`config.mk`:
```
export PLATFORM = sky130hd
export DESIGN_NAME = encoder_4_2_scan
export DESIGN_NICKNAME = d
export VERILOG_FILES = /design/src/rtl/encoder_pkg.sv /design/src/rtl/prio_enc.sv /design/src/rtl/encoder_4_2_scan.sv
export SDC_FILE = /design/constraint.sdc
export NUM_CORES = 1
export LEC_CHECK = 0
export BUFFER_PORTS_ARGS = -buffer_cell sky130_fd_sc_hd__buf_2
export CAP_MARGIN = 20
export CORE_AREA = 10 10 47 49
export CTS_CLUSTER_SIZE = 16
export DETAILED_ROUTE_END_ITERATION = 12
export DIE_AREA = 0 0 57 59
export GPL_TIMING_DRIVEN = 0
export PLACE_DENSITY = 0.44
export SLEW_MARGIN = 20
export SYNTH_ARGS = -nofsm -noshare
export SYNTH_HDL_FRONTEND = slang
export SYNTH_HIERARCHICAL = 1
export SYNTH_SLANG_ARGS = --single-unit
```
`constraint.sdc`:
```
create_clock -name clk -period 1.7 [get_ports clk]
set_input_delay 0.085 -clock clk [delete_from_list [all_inputs] [get_ports clk]]
set_output_delay 0.085 -clock clk [all_outputs]
set_load 0.05 [all_outputs]
```
`src/rtl/encoder_pkg.sv`:
```
// -----------------------------------------------------------------------------
// encoder_pkg
//   Shared definitions for the sequential 4-to-2 scan encoder.
//
//   Contents:
//     state_t      - FSM encoding (ST_IDLE = 1'b0, ST_SCAN = 1'b1)
//     IN_W_DEF     - default request vector width
//     OUT_W_DEF    - default encoded index width (clog2 of IN_W_DEF)
//     popcount()   - set-bit count, only referenced when ENCODER_CNT_EN is
//                    defined (the optional cnt output)
// -----------------------------------------------------------------------------
package encoder_pkg;

  localparam int IN_W_DEF  = 4;
  localparam int OUT_W_DEF = 2;

  typedef enum logic {
    ST_IDLE = 1'b0,
    ST_SCAN = 1'b1
  } state_t;

  // Number of set bits in a vector of up to 32 bits. Callers zero-extend
  // narrower vectors and truncate the result to their own count width.
  function automatic int popcount(input logic [31:0] v);
    int n;
    n = 0;
    for (int i = 0; i < 32; i++) begin
      if (v[i]) begin
        n = n + 1;
      end
    end
    return n;
  endfunction

endpackage

```
`src/rtl/prio_enc.sv`:
```
// -----------------------------------------------------------------------------
// prio_enc
//   Purely combinational fixed-priority encoder: reports the index of the
//   highest set bit of vec (MSB wins) and whether any bit is set at all.
//
//   Parameters:
//     IN_W   - width of vec
//     OUT_W  - width of idx, expected to be clog2(IN_W)
//
//   Ports:
//     vec      in   IN_W   vector to encode
//     idx      out  OUT_W  index of the highest set bit (0 when vec == 0)
//     any_set  out  1      vec has at least one bit set
// -----------------------------------------------------------------------------
module prio_enc #(
  parameter int IN_W  = 4,
  parameter int OUT_W = 2
) (
  input  logic [IN_W-1:0]  vec,
  output logic [OUT_W-1:0] idx,
  output logic             any_set
);

  // Ascending scan: a later (higher) set bit overwrites an earlier one, so
  // the final value is the MSB-first winner.
  always_comb begin
    idx     = '0;
    any_set = 1'b0;
    for (int i = 0; i < IN_W; i++) begin
      if (vec[i]) begin
        idx     = OUT_W'(i);
        any_set = 1'b1;
      end
    end
  end

endmodule

```
`src/rtl/encoder_4_2_scan.sv`:
```
// -----------------------------------------------------------------------------
// encoder_4_2_scan
//   Sequential priority encoder. A multi-hot request vector is captured over
//   a valid/ready handshake, then the index of every set bit is emitted one
//   beat per output handshake, highest index first. A captured zero vector
//   produces no beats, only a one-cycle zero_err pulse.
//
//   Optional feature (macro ENCODER_CNT_EN): adds output cnt carrying the
//   number of set bits of the captured vector, held through the whole scan.
//
//   Parameters:
//     IN_W   - request vector width (default 4)
//     OUT_W  - index width, must equal clog2(IN_W) (default 2)
//
//   Ports:
//     clk        in   1        system clock, rising edge
//     rst        in   1        asynchronous active-high reset
//     in_valid   in   1        request vector a is valid
//     in_ready   out  1        block can accept a vector (IDLE)
//     a          in   IN_W     request vector, multi-hot
//     out_valid  out  1        b holds a valid index (SCAN)
//     out_ready  in   1        consumer accepts b
//     b          out  OUT_W    index of highest pending bit
//     out_last   out  1        b is the final pending index
//     zero_err   out  1        one-cycle pulse: a zero vector was accepted
//     cnt        out  OUT_W+1  popcount of captured vector (ENCODER_CNT_EN)
// -----------------------------------------------------------------------------
module encoder_4_2_scan
  import encoder_pkg::*;
#(
  parameter int IN_W  = IN_W_DEF,
  parameter int OUT_W = OUT_W_DEF
) (
  input  logic             clk,
  input  logic             rst,
  input  logic             in_valid,
  output logic             in_ready,
  input  logic [IN_W-1:0]  a,
  output logic             out_valid,
  input  logic             out_ready,
  output logic [OUT_W-1:0] b,
  output logic             out_last,
`ifdef ENCODER_CNT_EN
  output logic             zero_err,
  output logic [OUT_W:0]   cnt
`else
  output logic             zero_err
`endif
);

  state_t            state_reg;
  logic [IN_W-1:0]   pend_reg;
  logic              zero_err_reg;
  logic [IN_W-1:0]   clear_mask;
  logic [OUT_W-1:0]  top_idx;
  logic              any_set;
  logic              single_bit;

  // Highest pending bit. b and out_last depend only on the registered pend
  // vector, so they are stable for as long as pend is (backpressure hold).
  prio_enc #(
    .IN_W  (IN_W),
    .OUT_W (OUT_W)
  ) u_prio_enc (
    .vec     (pend_reg),
    .idx     (top_idx),
    .any_set (any_set)
  );

  // One-hot mask selecting the bit currently presented on b.
  for (genvar gi = 0; gi < IN_W; gi++) begin : g_clear
    assign clear_mask[gi] = (top_idx == OUT_W'(gi));
  end

  // Exactly one bit set: nonzero and clearing the lowest set bit leaves 0.
  assign single_bit = any_set && ((pend_reg & (pend_reg - IN_W'(1))) == '0);

  assign in_ready  = (state_reg == ST_IDLE);
  assign out_valid = (state_reg == ST_SCAN);
  assign b         = top_idx;
  assign out_last  = (state_reg == ST_SCAN) && single_bit;
  assign zero_err  = zero_err_reg;

`ifdef ENCODER_CNT_EN
  logic [OUT_W:0] cnt_reg;
  assign cnt = cnt_reg;
`endif

  always_ff @(posedge clk or posedge rst) begin
    if (rst) begin
      state_reg    <= ST_IDLE;
      pend_reg     <= '0;
      zero_err_reg <= 1'b0;
`ifdef ENCODER_CNT_EN
      cnt_reg      <= '0;
`endif
    end else begin
      // zero_err is a pulse: it only survives the cycle after a zero capture.
      zero_err_reg <= 1'b0;
      case (state_reg)
        ST_IDLE: begin
          if (in_valid) begin
            if (a != '0) begin
              pend_reg  <= a;
              state_reg <= ST_SCAN;
`ifdef ENCODER_CNT_EN
              cnt_reg   <= (OUT_W+1)'(popcount(32'(a)));
`endif
            end else begin
              zero_err_reg <= 1'b1;
`ifdef ENCODER_CNT_EN
              cnt_reg      <= '0;
`endif
            end
          end
        end
        ST_SCAN: begin
          // Input side is ignored here; a and in_valid have no effect.
          if (out_ready) begin
            // After the last beat pend drains to zero, which also returns
            // b to 0 while idle.
            pend_reg <= pend_reg & ~clear_mask;
            if (single_bit) begin
              state_reg <= ST_IDLE;
            end
          end
        end
        default: begin
          state_reg <= ST_IDLE;
        end
      endcase
    end
  end

endmodule

```
* Word level (Yosys, flattened, before mapping)
Index checks and enable logic that the tools add are counted.
Storage, ports and cells: ROM bits 0, bits in latches 0, output and inout bits 6, bits of input ports 8, bits in writable memories 0, memories kept 0, register bits 6, logic and storage cells 39
Operators by class: reduce and logical (&&, ||, !) cells 6, multiplexer cells 19, $add $sub $neg 1, bitwise logic cells 4, shifts and indexed selects 0, $lt $le $gt $ge 0, divide/modulo/power cells 0, equality and inequality tests 6, $mul 0
Operator list (count):
- 1-bit two-way mux | 12
- 4-bit two-way mux | 3
- 4-bit bitwise AND | 2
- 4-bit one-hot mux with 2 select lines | 1
- 2-bit == test, second input constant | 2
- 4-bit zero test | 1
- 2-bit two-way mux | 2
- 2-bit != test, second input constant | 2
- 4-bit NOT | 1
- 4-bit nonzero test | 1
- 4-bit by 1-bit subtractor with 4-bit output, second input constant | 1
- 3-bit AND reduction | 1
- 2-bit by 1-bit == test with 1-bit output, second input constant | 1
- 1-bit logical AND | 2
- 2-bit zero test | 1
- 2-bit by 1-bit != test with 1-bit output, second input constant | 1
- 1-bit one-hot mux with 2 select lines | 1
- 1-bit NOT | 1

* Longest topological paths before layout
Gate-level depths: netlist of the first run.
depth after elaboration 8, gate-level depth with buffers 5

* Hierarchy
Netlist of the first run, hierarchy kept.
Modules (own cells, without submodules):
- encoder_4_2_scan | cells an instance 29, seq. area each 150.1 um2, times used 1, area an instance 315.3 um2
- prio_enc | cells an instance 4, seq. area each 0.0 um2, times used 1, area an instance 23.8 um2

* Least setup slack after synthesis of the first run
Ideal clock, no wire load.
kind register to output, start point reg pend_reg[3], end point out out_last, stages on the path, launching flop included 5, required time 1.615 ns, data arrival time 1.849 ns, path buffers 0, path slack -0.234 ns, cells stage by stage dfrtp_1 or2_1 or3_1 nand2_1 a21oi_1
On the way: elaborated cells between the ends (all ways) 6, classes of those cells add/sub: 1; mux: 1; bitwise: 1; reduce/logical: 3
RTL lines:
- start: declaration | RTL line encoder_4_2_scan.sv:52 | logic [IN_W-1:0] pend_reg;
- start signal: assignment | RTL line encoder_4_2_scan.sv:122 | pend_reg <= pend_reg & ~clear_mask;
- 1-bit two-way mux | RTL line prio_enc.sv:30 | if (vec[i]) begin
- named net any_set | RTL line encoder_4_2_scan.sv:56 | logic any_set;
- 1-bit logical AND | RTL line encoder_4_2_scan.sv:76 | assign single_bit = any_set && ((pend_reg & (pend_reg - IN_W'(1))) == '0);
- 1-bit logical AND | RTL line encoder_4_2_scan.sv:81 | assign out_last = (state_reg == ST_SCAN) && single_bit;
- end: declaration | RTL line encoder_4_2_scan.sv:42 | output logic out_last,
The timed path passes the listed nets, and every way through them passes these cells.

* Worst setup path in the final report of the first run
start point reg pend_reg[2], end point out out_last
On the way: elaborated cells between the ends (all ways) 7, classes of those cells add/sub: 1; mux: 2; bitwise: 1; reduce/logical: 3
RTL lines (RTL line):
- 1-bit two-way mux (2 in series) | prio_enc.sv:30
- named net any_set | encoder_4_2_scan.sv:56
- 1-bit logical AND | encoder_4_2_scan.sv:76
- 1-bit logical AND | encoder_4_2_scan.sv:81
The timed path passes the listed nets, and every way through them passes these cells.

==> reports/metrics.csv, run 1 <==
metric;value;unit
status;finished, final reports clean;
synthArstFlopShare;1.00;
leakage;0.251;nW
slew_headroom;0.831;
synth_nets;41;
fmax;0.614;GHz
num_rows;14;
drive_gt1_frac;0.491;
hp-start;a[0];
gp_congestion;0.815;
timing_max_transition_violations_final;0;
tightest_slew;256;ps
port_buffers;13;
finalHoldViolCount;0;
cp_cell_sequence;or2_4 > or3_4 > nand2_1 > a21oi_2 > buf_6;
yosysTopAreaCellShare;0.443;
grt_pass1_wl;1.61;mm
path_clk_slew;50;ps
crit_path_end_kind;output pin;
synth-edff-count;0;
synth_most_common_cell;dfrtp_1;
max_cap_viol_count;0;
worstSkewPairLatency;250;ps
yosys-top-cells-count;6 x dfrtp_1, 3 x a32o_1, 3 x inv_1, 3 x nand2_1;
use_met3;0.0536;
clock_sinks;6;
critical_path_class;register to output pin;
cp_slowest_cell;dfrtp_1;
fin_skew;3.64;ps
min_period;1630;ps
startpoint_type;register;
wl_per_cell;14.1;um
route.detailed.drc;0;
syn-cell-area;339;um2
fin_crit_sh;0.957;
ys_ff_latch;6;
grt_overflow;0;
core-area;0.00140;mm2
syn_inst;33;
worstPathRequired;1620;ps
timing.setup.tns;0;ps
io_pins;14;
ir_worst_vdd;0.000692;V
ys_types;18;
ys_seq_area_frac;0.443;
fin_nets;63;
hp-class;primary input to register;
r2r_start;pend_reg[2];
cts.path.max_buffers;2;
setup_ws;72.4;ps
fin_util;0.354;
cp-startpoint;pend_reg[2];
yosysTopAreaCell;dfrtp_1;
holdWs;68.9;ps
met1_usage;0.0508;
drtIter0Drc;9;
via_count;347;
route.final.wire_length;973;um
crit_path_max_fanout;6;
p_per_area;2340;mW/mm2
numCtsBuffers;3;
start_util;0.242;
grt_pass1_vias;376;
grt_max_degree;9;
yosys-top-cells-area;dfrtp_1 44%, a32o_1 8.9%, a211o_1 5.2%;
root_buffer;clkbuf_4;
synth_flop_cell;dfrtp_1;
ant_nets;0;
largest_register_ffs;4;
met2_usage;0.102;
viasPerCell;5.03;
total_power;1.16;mW
cpPeakStageDelay;410;ps
detail_route.first_pass.iterations;4;
gr-max-usage-layer;met2;
pre_cts_ws;230;ps
stdcell_count;69;
cts_max_level;1;
grt_use_total;0.0635;
antenna_found_initial;0;
dpl.cell_count;62;
cts_tree;yes;
rsz0062_at_grt;no;
areaGrowthSynthToFinish;46.5;%
die_x;57;um
final_area;497;um2
die_area;0.00336;mm2
critical_path_arrival;1540;ps
ys_warn_count;6;
die_h;59;um
finalSetupViolations;0;
avgSynthCellArea;10.3;um2
antennaDiodeCount;0;
placed_area;428;um2
==> cell families after synthesis <==
| family | after synthesis | share of synthesized area |
|---|---|---|
| AO/OA/AOI/OAI | 10 | 0.240 |
| flip-flops | 6 | 0.443 |
| buffers and inverters | 4 | 0.0480 |
| AND/OR/NAND/NOR | 13 | 0.269 |
==> repair_timing <==
action / in CTS / in global routing
cloned: 0 / 0
setup endpoints to repair: 1 / 1
buffers inserted: 0 / 3
hold buffers: 1 / 0
gates resized for setup: 1 / 3
endpoints found under the hold margin: 6 / 0
==> final timing paths <==
path	end	slack, ps	cells after the start
setup / recovery	out_last	70	5
hold / removal	pend_reg[0]	70	2
setup reg to reg	pend_reg[0]	250	3
hold reg to reg	pend_reg[0]	590	1
max in group asynchronous	pend_reg[2]	1210	3
min in group asynchronous	zero_err	290	3
==> report_power, final <==
part           switching, mW  leakage (nW)  internal, mW
clock network         0.0520        0.0138        0.0799
registers             0.0574        0.0755         0.200
logic                  0.485         0.161         0.286
total                  0.595         0.251         0.566
==> routing by layer <==
| layer | wire (um) | share of wire |
|---|---|---|
| met5 | 0 | 0 |
| met4 | 27 | 0.028 |
| met2 | 483 | 0.50 |
| met1 | 374 | 0.38 |
| met3 | 88 | 0.090 |
==> cell usage in the layout, fill, tap and decap left out, drive strengths merged <==
| cell | instances |
|---|---|
| nor3b | 1 |
| clkbuf | 4 |
| nand2 | 4 |
| nand4 | 1 |
| dlygate4sd3 | 1 |
| inv | 3 |
| dfrtp | 6 |
| a21o | 1 |
| buf | 16 |
| a32o | 4 |
| nand4b | 2 |
| a21oi | 2 |
| o21ai | 1 |
| or3 | 2 |
| or2 | 1 |
| a211o | 2 |
| and2b | 1 |
| or4 | 1 |
==> worst max-delay path, delay by kind of cell, from the launching register on <==
kind,cells,cell delay (ps)
simple gates,3,700
flops,1,410
buf+inv,1,150
compound gates,1,40
==> layout make-up <==
| type | count | area (um2) |
|---|---|---|
| flip-flops and latches | 6 | 150 |
| clock buffers | 3 | 22.5 |
| inverters | 3 | 11.3 |
| fillers | 161 | 905 |
| repair buffers | 17 | 104 |
| multi-input cells | 23 | 184 |
| well taps | 16 | 20.0 |
| plain buffers | 1 | 5.00 |
Power figures use the tool's default switching activity.
==> inputs of run 2 (changes only) <==
--- a/config.mk
+++ b/config.mk
@@ -12,6 +12,7 @@
 export DETAILED_ROUTE_END_ITERATION = 12
 export DIE_AREA = 0 0 57 59
 export GPL_TIMING_DRIVEN = 0
+export HOLD_SLACK_MARGIN = 0.15
 export PLACE_DENSITY = 0.44
 export SLEW_MARGIN = 20
 export SYNTH_ARGS = -nofsm -noshare
==> run 2 against run 1 <==
Against the previous run: setup slack got worse by 2.1 ps; global-route usage is 0.30 points higher; largest power group unchanged; cell area is 10% higher; critical endpoint unchanged; wire length increased by 2.0%; critical path depth unchanged; worst hold slack gained 150 ps; register-to-register slack barely moved; final cell count increased by 7.2%; clock skew hardly changed; clock power hardly changed.
==> reports/metrics.csv, run 2 (synthesis results as in run 1) <==
metric;value;unit
grt_use_total;0.0666;
drive_gt1_frac;0.448;
status;finished, final reports clean;
slew_headroom;0.831;
max_cap_viol_count;0;
grt_pass1_vias;396;
startpoint_type;register;
critical_path_arrival;1540;ps
worst-r2r-setup-slack;250;ps
fin_skew;3.62;ps
num_rows;14;
path_clk_slew;50;ps
clock_sinks;6;
hp-class;primary input to register;
min_period;1630;ps
via_count;369;
route.final.wire_length;992;um
cts_tree;yes;
pwr-share-seq;0.220;
setup_ws;70.3;ps
final_cell_mix;12 x buf_2, 6 x dlygate4sd3_1, 6 x dfrtp_1;
wl_per_cell;13.4;um
cts.path.max_buffers;2;
io_pins;14;
start_util;0.242;
die_x;57;um
drtIter0Drc;10;
areaGrowthSynthToFinish;61.3;%
largest_register_ffs;4;
rsz0062_at_grt;no;
grt_max_degree;9;
gp_congestion;0.815;
finalHoldViolCount;0;
cts_max_level;1;
grt_pass1_wl;1.72;mm
timing_max_transition_violations_final;0;
timing.setup.tns;0;ps
cell_internal_pwr;0.573;mW
leakage;0.272;nW
viasPerCell;4.99;
port_buffers;13;
clkPwrFrac;0.113;
antenna_found_initial;0;
finalSetupViolations;0;
worstPathRequired;1620;ps
die_h;59;um
fmax;0.614;GHz
grt_overflow;0;
route.detailed.drc;0;
numCtsBuffers;3;
ir_worst_vdd;0.000692;V
worstSkewPairLatency;250;ps
ant_nets;0;
p_per_area;2140;mW/mm2
pre_cts_ws;230;ps
core-area;0.00140;mm2
root_buffer;clkbuf_4;
antennaDiodeCount;0;
fin_nets;68;
tightest_slew;256;ps
power_switching;0.596;mW
swShare;0.510;
fin_crit_sh;0.959;
mostFrequentLayoutCell;buf_2;
crit_path_end_kind;output pin;
power_frac_comb;0.666;
critical_path_class;register to output pin;
die_area;0.00336;mm2
detail_route.first_pass.iterations;4;
crit_path_max_fanout;6;
run 2: cell types whose count changed in the layout (fill, tap and decap cells not counted):
cell           before  now
dlygate4sd3_1       1    6
run 2: path summary, 6_finish.rpt:
path	from	to	depth (start not counted)
hold / removal	out_ready	out_valid	4
max in group asynchronous	rst	pend_reg[2]	3
hold reg to reg	pend_reg[0]	pend_reg[0]	1
setup / recovery	pend_reg[2]	out_last	5
setup reg to reg	pend_reg[2]	pend_reg[0]	3
min in group asynchronous	rst	zero_err	3
run 2: cell type report:
| cell class | count | area, um2 |
|---|---|---|
| plain buffers | 1 | 5.00 |
| clock buffers | 3 | 22.5 |
| fillers | 157 | 855 |
| inverters | 3 | 11.3 |
| multi-input cells | 23 | 184 |
| flip-flops and latches | 6 | 150 |
| well taps | 16 | 20.0 |
| repair buffers | 22 | 154 |
run 2: per-stage QoR:
step / hold WS, ps / util / cells / area, um2 / total power [mW]
floorplan: -124 / - / 33 / 343 / 0.783
global placement: 1.02 / 0.305 / 62 / 428 / 0.922
detailed placement: 13.8 / 0.305 / 62 / 428 / 0.930
CTS: 221 / 0.366 / 71 / 513 / 1.09
global route: 251 / 0.390 / 74 / 547 / 1.25
finish: 222 / 0.390 / 74 / 547 / 1.17
run 2: critical path: stages, from the launching register on:
cell and delay, ps:
dfrtp_1 410, or2_4 290, or3_4 330, nand2_1 80, a21oi_2 40, buf_6 150
run 2: per-layer routing:
metal,up-vias,global-route usage,routed length (um)
li1,181,-,-
met1,172,0.0569,376
met2,12,0.105,486
met3,4,0.0536,101
met4,0,0.0436,28
met5,-,0,0
run 2: timing repair:
action | CTS | global route
hold buffers | 6 | 0
gates resized for setup | 1 | 3
endpoints found under the setup margin | 1 | 1
endpoints found under the hold margin | 11 | 0
setup buffers | 0 | 3
run 2: power groups by stage:
stage                     clock network, mW  registers, mW  logic [mW]
after floorplan                           0          0.291       0.492
after global placement                    0          0.259       0.663
after detailed placement                  0          0.260       0.670
after CTS                             0.139          0.259       0.695
after global routing                  0.150          0.264       0.833
final                                 0.132          0.258       0.780
==> inputs of run 3 (changes only) <==
--- a/config.mk
+++ b/config.mk
@@ -8,12 +8,13 @@
 export BUFFER_PORTS_ARGS = -buffer_cell sky130_fd_sc_hd__buf_2
 export CAP_MARGIN = 20
 export CORE_AREA = 10 10 47 49
+export CTS_BUF_LIST = sky130_fd_sc_hd__clkbuf_16
 export CTS_CLUSTER_SIZE = 16
 export DETAILED_ROUTE_END_ITERATION = 12
 export DIE_AREA = 0 0 57 59
 export GPL_TIMING_DRIVEN = 0
 export HOLD_SLACK_MARGIN = 0.15
-export PLACE_DENSITY = 0.44
+export PLACE_DENSITY = 0.57
 export SLEW_MARGIN = 20
 export SYNTH_ARGS = -nofsm -noshare
 export SYNTH_HDL_FRONTEND = slang
==> run 3 against run 2 <==
Against the previous run: clock power increased to 2.9 times the previous value; wire length increased by 2.3%; first-iteration DRC count decreased by 40%; worst hold slack improved by 41 ps; non-clock buffer count unchanged; largest cell class unchanged.
==> reports/metrics.csv, run 3 (synthesis results as in run 1) <==
metric;value;unit
die_area;0.00336;mm2
placed_area;428;um2
min_period;1640;ps
detail_route.first_pass.iterations;4;
antennaDiodeCount;0;
start_util;0.242;
r2r_start;pend_reg[3];
root_buffer;clkbuf_16;
timing.setup.tns;0;ps
final_area;596;um2
worstRegToRegCells;4;
final_cell_mix;12 x buf_2, 6 x dlygate4sd3_1, 6 x dfrtp_1;
slew_headroom;0.833;
finalHoldViolCount;0;
p_per_area;2360;mW/mm2
drive_gt1_frac;0.448;
grt_use_total;0.0686;
areaGrowthSynthToFinish;75.6;%
ir_worst_vdd;0.00115;V
worst-r2r-setup-slack;230;ps
fmax;0.611;GHz
max_cap_viol_count;0;
numCtsBuffers;3;
fin_skew;3.61;ps
antenna_found_initial;0;
startpoint_type;register;
grt_overflow;0;
drtIter0Drc;6;
ant_nets;0;
cts.path.max_buffers;2;
fin_nets;68;
via_count;370;
route.detailed.drc;0;
critical_path_class;register to output pin;
tightest_slew;253;ps
die_h;59;um
timing_max_transition_violations_final;0;
grt_pass1_vias;389;
hp-class;primary input to register;
core-area;0.00140;mm2
num_rows;14;
wl_per_cell;13.7;um
worstPathRequired;1620;ps
grt_max_degree;9;
cp-startpoint;pend_reg[2];
path_clk_slew;30;ps
clock_sinks;6;
critical_path_arrival;1550;ps
rsz0062_at_grt;no;
cts_tree;yes;
largest_register_ffs;4;
status;finished, final reports clean;
crit_end;out_last;
leakage;0.294;nW
die_x;57;um
viasPerCell;5.00;
io_pins;14;
crit_path_end_kind;output pin;
mostFrequentLayoutCell;buf_2;
gp_congestion;0.697;
finalSetupViolations;0;
port_buffers;13;
cts_max_level;1;
worstSkewPairLatency;230;ps
r2r_end;pend_reg[0];
route.final.wire_length;1.02;mm
crit_path_max_fanout;6;
fin_crit_sh;0.963;
grt_pass1_wl;1.75;mm
==> run 3: cell counts in the layout (fill, tap and decap cells not counted) <==
No cell type changed its count.
==> run 3: repair_timing <==
action / in CTS / in global routing
gates cloned: 0 / 0
setup buffers: 0 / 3
endpoints found under the hold margin: 11 / 0
resized for setup: 1 / 2
pin swaps: 0 / 1
hold buffers: 6 / 0
setup endpoints to repair: 1 / 1
==> run 3: area by class of cell <==
cell class              count  area, um2
well taps                  16       20.0
fillers                   153        806
clock buffers               3       75.1
multi-input cells          23        184
repair buffers             22        150
plain buffers               1       5.00
flip-flops and latches      6        150
inverters                   3       11.3
==> run 3: stage by stage <==
stage	utilization	power (mW)	hold slack, ps	instances	worst slack, ps
after floorplan	-	0.783	-124	33	55.2
final	0.425	1.40	263	74	63.7
after global placement	0.305	0.924	1.20	62	219
after global routing	0.425	1.49	293	74	1.79
after CTS	0.404	1.34	271	71	14.1
after detailed placement	0.305	0.927	4.37	62	222
==> run 3: how the worst min path moves through the flow <==
stage                         start          end  slack [ps]  depth (start not counted)
final                     out_ready    out_valid         260                          4
after global placement          rst  pend_reg[3]           1                          2
after global routing      out_ready  pend_reg[3]         290                          3
after floorplan                 rst    out_valid        -120                          1
after detailed placement        rst    out_valid           4                          2
after CTS                 out_ready    out_valid         270                          4
==> run 3: metal layers <==
metal  share of wire  global-route usage  up-vias
li1                -                   -      180
met1            0.41              0.0663      171
met2            0.44              0.0992       16
met3            0.13              0.0579        3
met4           0.019              0.0403        0
met5               0                   0        -
==> run 3: critical path: stages, from the launching register on <==
cell	delay, ps
dfrtp_1	410
or2_4	270
or3_4	330
nand2_1	90
a21oi_2	30
buf_4	180
==> run 3: where the power goes <==
part           switching (mW)  leakage (nW)  internal, mW
Sequential             0.0595        0.0755         0.201
Clock                  0.0803        0.0370         0.302
Combinational           0.480         0.181         0.281
